**src/rtl/aes_pkg.sv**
```systemverilog
// Shared AES definitions used by the block-to-byte serializer and the
// downstream byte-collect stages.
//   AES_BLOCK_BITS / AES_BYTE_BITS / AES_NUM_BYTES : block geometry
//   aes_byte()       : byte i of a 128-bit vector, byte 0 = bits [127:120]
//   ark_state_t      : FSM states of add_round_key_serializer
package aes_pkg;

  localparam int unsigned AES_BLOCK_BITS = 128;
  localparam int unsigned AES_BYTE_BITS  = 8;
  localparam int unsigned AES_NUM_BYTES  = 16;

  typedef enum logic {
    IDLE = 1'b0,
    SEND = 1'b1
  } ark_state_t;

  // Byte 0 is the most significant byte; shifting left by 8*idx brings the
  // requested byte to the top so no variable part-select is needed.
  function automatic logic [AES_BYTE_BITS-1:0] aes_byte(
    input logic [AES_BLOCK_BITS-1:0] block,
    input logic [3:0]                idx
  );
    logic [AES_BLOCK_BITS-1:0] shifted;
    shifted = block << {idx, 3'b000};
    return shifted[AES_BLOCK_BITS-1 -: AES_BYTE_BITS];
  endfunction

endpackage

```
**src/rtl/add_round_key_serializer.sv**
```systemverilog
// AddRoundKey followed by a block-to-byte serializer. One 128-bit state and
// round key are accepted per handshake, their XOR is registered, and the 16
// result bytes are streamed (byte 0 first) to the s-box input.
//   clock, reset                : rising-edge clock, async active-high reset
//   input_valid / input_ready   : block handshake
//   input_state, input_key      : 128-bit operands, byte i = [127-8i -: 8]
//   output_valid / output_ready : byte handshake
//   output_data                 : current byte of state ^ key
//   output_last                 : high with byte 15
//   output_index                : index of the current byte
// All outputs come straight from registers or a mux of registers.
module add_round_key_serializer
  import aes_pkg::*;
#(
  parameter int unsigned NUM_BYTES  = AES_NUM_BYTES,
  parameter int unsigned BYTE_WIDTH = AES_BYTE_BITS
) (
  input  logic                            clock,
  input  logic                            reset,
  input  logic                            input_valid,
  output logic                            input_ready,
  input  logic [NUM_BYTES*BYTE_WIDTH-1:0] input_state,
  input  logic [NUM_BYTES*BYTE_WIDTH-1:0] input_key,
  output logic                            output_valid,
  input  logic                            output_ready,
  output logic [BYTE_WIDTH-1:0]           output_data,
  output logic                            output_last,
  output logic [$clog2(NUM_BYTES)-1:0]    output_index
);

  localparam int unsigned BLOCK_BITS = NUM_BYTES * BYTE_WIDTH;
  localparam int unsigned CW         = $clog2(NUM_BYTES);
  localparam logic [CW-1:0] LAST_INDEX = CW'(NUM_BYTES - 1);

  ark_state_t            state;
  logic [BLOCK_BITS-1:0] buffer;
  logic [CW-1:0]         count;
  logic                  input_ready_q;
  logic                  output_valid_q;

  always_ff @(posedge clock or posedge reset) begin
    if (reset) begin
      state          <= IDLE;
      buffer         <= '0;
      count          <= '0;
      input_ready_q  <= 1'b0;
      output_valid_q <= 1'b0;
    end else begin
      case (state)
        IDLE: begin
          if (input_valid && input_ready_q) begin
            buffer         <= input_state ^ input_key;
            count          <= '0;
            state          <= SEND;
            input_ready_q  <= 1'b0;
            output_valid_q <= 1'b1;
          end else begin
            // Covers the first edge after reset release.
            input_ready_q <= 1'b1;
          end
        end
        SEND: begin
          if (output_valid_q && output_ready) begin
            if (count == LAST_INDEX) begin
              state          <= IDLE;
              output_valid_q <= 1'b0;
              input_ready_q  <= 1'b1;
              count          <= '0;
            end else begin
              count <= count + 1'b1;
            end
          end
        end
        default: state <= IDLE;
      endcase
    end
  end

  assign input_ready  = input_ready_q;
  assign output_valid = output_valid_q;
  assign output_data  = aes_byte(buffer, count);
  assign output_index = count;
  assign output_last  = (count == LAST_INDEX);

endmodule

```
**config.mk**
```make
export PLATFORM = sky130hd
export DESIGN_NAME = add_round_key_serializer
export DESIGN_NICKNAME = d
export VERILOG_FILES = /design/src/rtl/aes_pkg.sv /design/src/rtl/add_round_key_serializer.sv
export SDC_FILE = /design/constraint.sdc
export NUM_CORES = 1
export LEC_CHECK = 0
export CAP_MARGIN = 20
export CELL_PAD_IN_SITES_DETAIL_PLACEMENT = 1
export CELL_PAD_IN_SITES_GLOBAL_PLACEMENT = 2
export CORE_MARGIN = 10
export CORE_UTILIZATION = 28
export DETAILED_ROUTE_END_ITERATION = 10
export GPL_ROUTABILITY_DRIVEN = 0
export GPL_TIMING_DRIVEN = 0
export PLACE_DENSITY = 0.81
export SYNTH_ARGS = -nofsm -noshare
export SYNTH_HDL_FRONTEND = slang
export SYNTH_SLANG_ARGS = --single-unit
```
**constraint.sdc**
```tcl
create_clock -name clock -period 10.6 [get_ports clock]
set_input_delay 1.06 -clock clock [delete_from_list [all_inputs] [get_ports clock]]
set_output_delay 1.06 -clock clock [all_outputs]
set_load 0.03 [all_outputs]
```
==> flow_summary.toml, run 1 <==
[global_route]
grt.total_usage = 0.168
grt_pass1_wl_um = 40300
grt-busiest-layer = "met2"
grt_antenna_before_repair = 0
grtUsageMet1 = 0.193
grt_overflow = 0
globalRouteMet3Util = 0.0497
grt_start_max_net_pins = 71
grt_pass1_vias = 6989
use_met2 = 0.295

[cts]
cts_root_buf = "clkbuf_16"
cts_tree = "yes"
cts_resized = 0
cts_buffers = 17
clkTransAtPathRegs_ns = 0.06
clk_path_buf_depth = 2
post_cts_buffers = 0
h-tree-depth = 4
clock_latency_ns = 0.43
clock_sinks = 135
ctsHoldBuffers = 0

[setup_path]
crit_fanout = 10
cp_top_family = "buffers and inverters"
cpPeakStageDelay_ns = 0.72
cp_num_buf_inv = 3
crit_chain = "buf_6, buf_4, mux2i_1, a221oi_1, o21ai_0, nand2_1, clkdlybuf4s50_1"
worst_setup_path_start_kind = "register"
worstSetupPathDepth = 7
timing.rr.start = "state$_DFF_PP0_"
cp-end-kind = "output pin"
critPathKind = "reg -> out"
cp-startpoint = "output_index[0]$_DFFE_PP0P_"
crit_required_ns = 9.54
crit_slowest_cell = "clkdlybuf4s50_1"
arrival_ns = 2.97
ff2ff_path_depth = 4

[synth]
async_flop_share = 1.00
yosys.area_share.simple = 0.0850
synth_flop_cell = "dfrtp_1"
synth_fa_ha_area_frac = 0.00177
synthesis.area_um2 = 7070
synth-edff-count = 0
synth-seq-cells = 135
synth.avg_cell_area_um2 = 10.4
yosysWarnings = 0
synth_cells = 677
synth_cell_type_count = 29
seq_area_frac_synth = 0.478
synthMuxAreaShare = 0.0968
synth_top_family_by_area = "XOR/XNOR gates"
syn-num-nets = 938
synth_xor_area_frac = 0.159
synth-compound-area-share = 0.141

[floorplanning]
pin_count = 275
start_util = 0.282
rows = 58
dieWidth_um = 179
die-area_um2 = 32000
core-area_um2 = 25000
dieHeight_um = 179

[flow_run]
drv_cap = 0

[finish]
antennaDiodeCount = 0
fin_util = 0.436
final_common_cell = "clkdlybuf4s50_1"
final_cell_mix = "clkdlybuf4s50_1, nand2_1, dfrtp_1"
finalInstanceArea_um2 = 10900
nets = 1232
drive_gt1_frac = 0.0894
syn_to_final_growth_pct = 54.3

[sta]
max_slew_margin = 0.490
fin_setup_tns_ns = 0
setup-violations-final = 0
fin_crit_ns = 4.03
clock.fmax_mhz = 248
fin_ws_ns = 6.57
rsz0062_at_grt = "no"
drv_slew = 0
fin_crit_sh = 0.380
hold_viol = 0
tightest_slew_ns = 0.765
skew_ns = 0.00903

[power_and_ir_drop]
power_leakage_nw = 4.47
clkPwrFrac = 0.237
swShare = 0.375
p_comb_frac = 0.437
p_sw_mw = 1.03
max-vdd-ir-drop_mv = 0.0893
power.density_nw_per_um2 = 252
seqPwrFrac = 0.325
internal_power_mw = 1.72

[drt]
drc = 0
drt-total-wl_um = 26700
ant_nets = 0
drtIter0Drc = 202
vias_per_cell = 4.59
wl_per_cell_um = 20.3
vias = 6033
firstDrtPassIters = 4

[hold_path]
hp-class = "reg -> reg"
hold_depth = 2
hold_start = "buffer[37]$_DFFE_PP0P_"

[status]
status = "completed"

[place]
pre_cts_slack_ns = 6.96
portBuffers = 274
dpl-instance-area_um2 = 10300
hpwl_um = 21500
-- metal layers --
layer / vias up / wire [um]
met5: - / 0
met4: 0 / 412
met3: 21 / 1850
met2: 168 / 13700
met1: 2935 / 10700
li1: 2909 / -
-- worst paths after layout --
| path | end | slack (ns) |
|---|---|---|
| max in group asynchronous | state$_DFF_PP0_ | 8.71 |
| worst max register to register | buffer[29]$_DFFE_PP0P_ | 8.75 |
| worst min register to register | buffer[37]$_DFFE_PP0P_ | 0.48 |
| worst min-delay path | buffer[37]$_DFFE_PP0P_ | 0.48 |
| min in group asynchronous | buffer[38]$_DFFE_PP0P_ | 1.10 |
| worst max-delay path | output_data[1] | 6.57 |
-- registers in the layout (all words and copies together), names as in the netlist --
name	cells
output_index	4
buffer	128
state	1
output_valid	1
input_ready	1
-- stage by stage --
| step | power (mW) | hold slack (ns) | std cells |
|---|---|---|---|
| 2_1_floorplan | 1.61 | 0.442 | 677 |
| 3_3_place_gp | 2.08 | 0.459 | 1281 |
| 3_5_place_dp | 2.12 | 0.468 | 1282 |
| 4_1_cts | 2.79 | 0.481 | 1314 |
| 5_1_grt | 2.94 | 0.508 | 1314 |
| 6_report | 2.75 | 0.478 | 1314 |
-- power by group through the flow --
stage	registers, mW	logic (mW)	clock network (mW)
after CTS	0.897	1.23	0.662
after detailed placement	0.902	1.22	0
after global routing	0.928	1.32	0.691
after global placement	0.888	1.19	0
final	0.894	1.20	0.653
after floorplan	0.869	0.744	0
-- kinds of logic after synthesis --
group,Yosys count
AO/OA/AOI/OAI,169
AND/OR/NAND/NOR,151
flip-flops,135
XOR/XNOR,128
multiplexers,48
buffers and inverters,45
adder cells (fa/ha/maj),1
-- layout make-up --
class                           instances  area, um2
Clock inverter                         10        166
Multi-Input combinational cell        497       3420
Fill cell                            2816      14100
Tap cell                              330        413
Buffer                                 42        263
Timing Repair Buffer                  275       2770
Sequential cell                       135       3380
Clock buffer                           22        484
Inverter                                3       16.3
-- synthesized netlist by cell type, types with 2 or more instances --
| master | number | share of area |
|---|---|---|
| o21ai_1 | 120 | 0.085 |
| dfrtp_1 | 135 | 0.48 |
| and2_1 | 2 | 0.0018 |
| nor2b_1 | 2 | 0.0018 |
| mux4_2 | 15 | 0.048 |
| clkbuf_1 | 14 | 0.0074 |
| a221oi_1 | 6 | 0.0074 |
| nand3_1 | 2 | 0.0014 |
| buf_6 | 8 | 0.013 |
| a22oi_1 | 8 | 0.0085 |
| buf_2 | 17 | 0.012 |
| nand2_1 | 142 | 0.075 |
| mux2i_1 | 32 | 0.045 |
| a221oi_2 | 10 | 0.021 |
| o21ai_0 | 21 | 0.015 |
| buf_4 | 2 | 0.0021 |
| xnor2_1 | 128 | 0.16 |
| inv_1 | 2 | 0.0011 |
-- tightest hold or removal path, delay by kind of cell, from the launching register on --
kind	cells	cell delay, ns
flip-flops	1	0.34
AO/OA/AOI/OAI	1	0.06
AND/OR/NAND/NOR	1	0.05
Power figures use the tool's default switching activity.
==> run 2, diff against run 1 <==
CORE_UTILIZATION = 26   (was 28)
PLACE_DENSITY = 0.76   (was 0.81)
clock period = 4.1 ns   (was 10.6 ns; I/O delays follow)
==> flow_summary.toml, run 2 (synthesis gave the netlist of run 1 again) <==
[setup_path]
cp-startpoint = "output_index[0]$_DFFE_PP0P_"
crit_slowest_cell = "clkdlybuf4s50_1"
rr_endpoint = "buffer[32]$_DFFE_PP0P_"
crit_fanout = 10
worst_setup_path_start_kind = "register"
cp-end-kind = "output pin"
ff2ff_path_depth = 4
timing.rr.start = "state$_DFF_PP0_"
crit_chain = "buf_6, buf_4, mux2i_1, a221oi_1, o21ai_0, nand2_1, clkdlybuf4s50_1"
crit_required_ns = 3.69
r2r_setup_slack_ns = 2.30
critPathKind = "reg -> out"
arrival_ns = 3.01
endpoint = "output_data[1]"
cpPeakStageDelay_ns = 0.72

[finish]
final_common_cell = "clkdlybuf4s50_1"
largest-register = "buffer"
largest_reg_flops = 128
nets = 1232
drive_gt1_frac = 0.0895
fill_cells = 2979
antennaDiodeCount = 0
syn_to_final_growth_pct = 54.2
final_cell_mix = "clkdlybuf4s50_1, nand2_1, dfrtp_1"

[cts]
clock_latency_ns = 0.42
h-tree-depth = 4
cts_tree = "yes"
clock_sinks = 135
clk_path_buf_depth = 2
cts_resized = 0
clkTransAtPathRegs_ns = 0.06
post_cts_buffers = 0
cts_root_buf = "clkbuf_16"
cts_buffers = 17
ctsHoldBuffers = 0

[sta]
drv_slew = 0
fin_setup_tns_ns = 0
fin_crit_ns = 3.42
hold_viol = 0
tightest_slew_ns = 0.808
setup-violations-final = 0
rsz0062_at_grt = "no"
skew_ns = 0.00539
fin_crit_sh = 0.834
clock.fmax_mhz = 292
max_slew_margin = 0.461

[power_and_ir_drop]
power.density_nw_per_um2 = 647
power_leakage_nw = 4.46
total_power_mw = 7.05
max-vdd-ir-drop_mv = 0.317

[place]
hpwl_um = 21400
portBuffers = 274

[global_route]
grt_antenna_before_repair = 0
grt.total_usage = 0.155
grt_pass1_vias = 6765
grt_pass1_wl_um = 39700
grt_start_max_net_pins = 72
grt_overflow = 0

[drt]
firstDrtPassIters = 4
drtIter0Drc = 275
wl_per_cell_um = 20.1
drt-total-wl_um = 26600
vias = 5990
drc = 0
ant_nets = 0
vias_per_cell = 4.52

[status]
status = "completed"

[floorplanning]
start_util = 0.263
rows = 60
dieHeight_um = 185
pin_count = 275
core-area_um2 = 26900
die-area_um2 = 34200
dieWidth_um = 185

[flow_run]
drv_cap = 0

[hold_path]
hp-class = "in -> async"
## run 2: layout make-up
type | count | area (um2) | share of cell area
Tap cell | 341 | 427 | 0.0391
Sequential cell | 135 | 3380 | 0.310
Multi-Input combinational cell | 497 | 3420 | 0.313
Inverter | 3 | 16.3 | 0.00149
Buffer | 42 | 263 | 0.0241
Clock buffer | 19 | 453 | 0.0416
Clock inverter | 12 | 176 | 0.0162
Timing Repair Buffer | 275 | 2770 | 0.254
## run 2: layer usage
metal,track usage,part of all wire
met3,0.0474,0.067
met2,0.262,0.50
met1,0.187,0.43
met5,0,0
met4,0.0364,0.0078
## run 2: how the worst min path moves through the flow
stage	startpoint	end	slack [ns]	depth (start not counted)
2_1_floorplan	buffer[119]$_DFFE_PP0P_	buffer[119]$_DFFE_PP0P_	0.44	2
3_5_place_dp	buffer[55]$_DFFE_PP0P_	buffer[55]$_DFFE_PP0P_	0.47	2
5_1_grt	reset	buffer[36]$_DFFE_PP0P_	0.49	2
3_3_place_gp	buffer[119]$_DFFE_PP0P_	buffer[119]$_DFFE_PP0P_	0.46	2
6_report	reset	buffer[36]$_DFFE_PP0P_	0.43	2
4_1_cts	reset	buffer[36]$_DFFE_PP0P_	0.45	2
## run 2: per-stage QoR
step / setup slack, ns / utilization / cells / area (um2) / hold WS (ns)
6_report: 0.680 / 0.406 / 1324 / 10900 / 0.431
5_1_grt: 0.553 / 0.406 / 1324 / 10900 / 0.486
4_1_cts: 0.635 / 0.406 / 1324 / 10900 / 0.451
3_5_place_dp: 1.11 / 0.382 / 1293 / 10300 / 0.474
3_3_place_gp: -2.14 / 0.381 / 1292 / 10200 / 0.457
2_1_floorplan: 0.0789 / - / 677 / 7070 / 0.442
## run 2: power by group
part / switching (mW) / total [mW] / internal, mW
Clock: 0.613 / 1.66 / 1.05
Sequential: 0.351 / 2.30 / 1.95
Combinational: 1.69 / 3.10 / 1.41
Total: 2.65 / 7.05 / 4.40
## run 2: worst max-delay path: cells and delay by family, from the launching register on
family	cells	cell delay [ns]
and+or+nand+nor	1	0.11
buffers and inverters	3	1.14
DFF	1	0.39
muxes	1	0.15
AOI/OAI and AO/OA	2	0.78
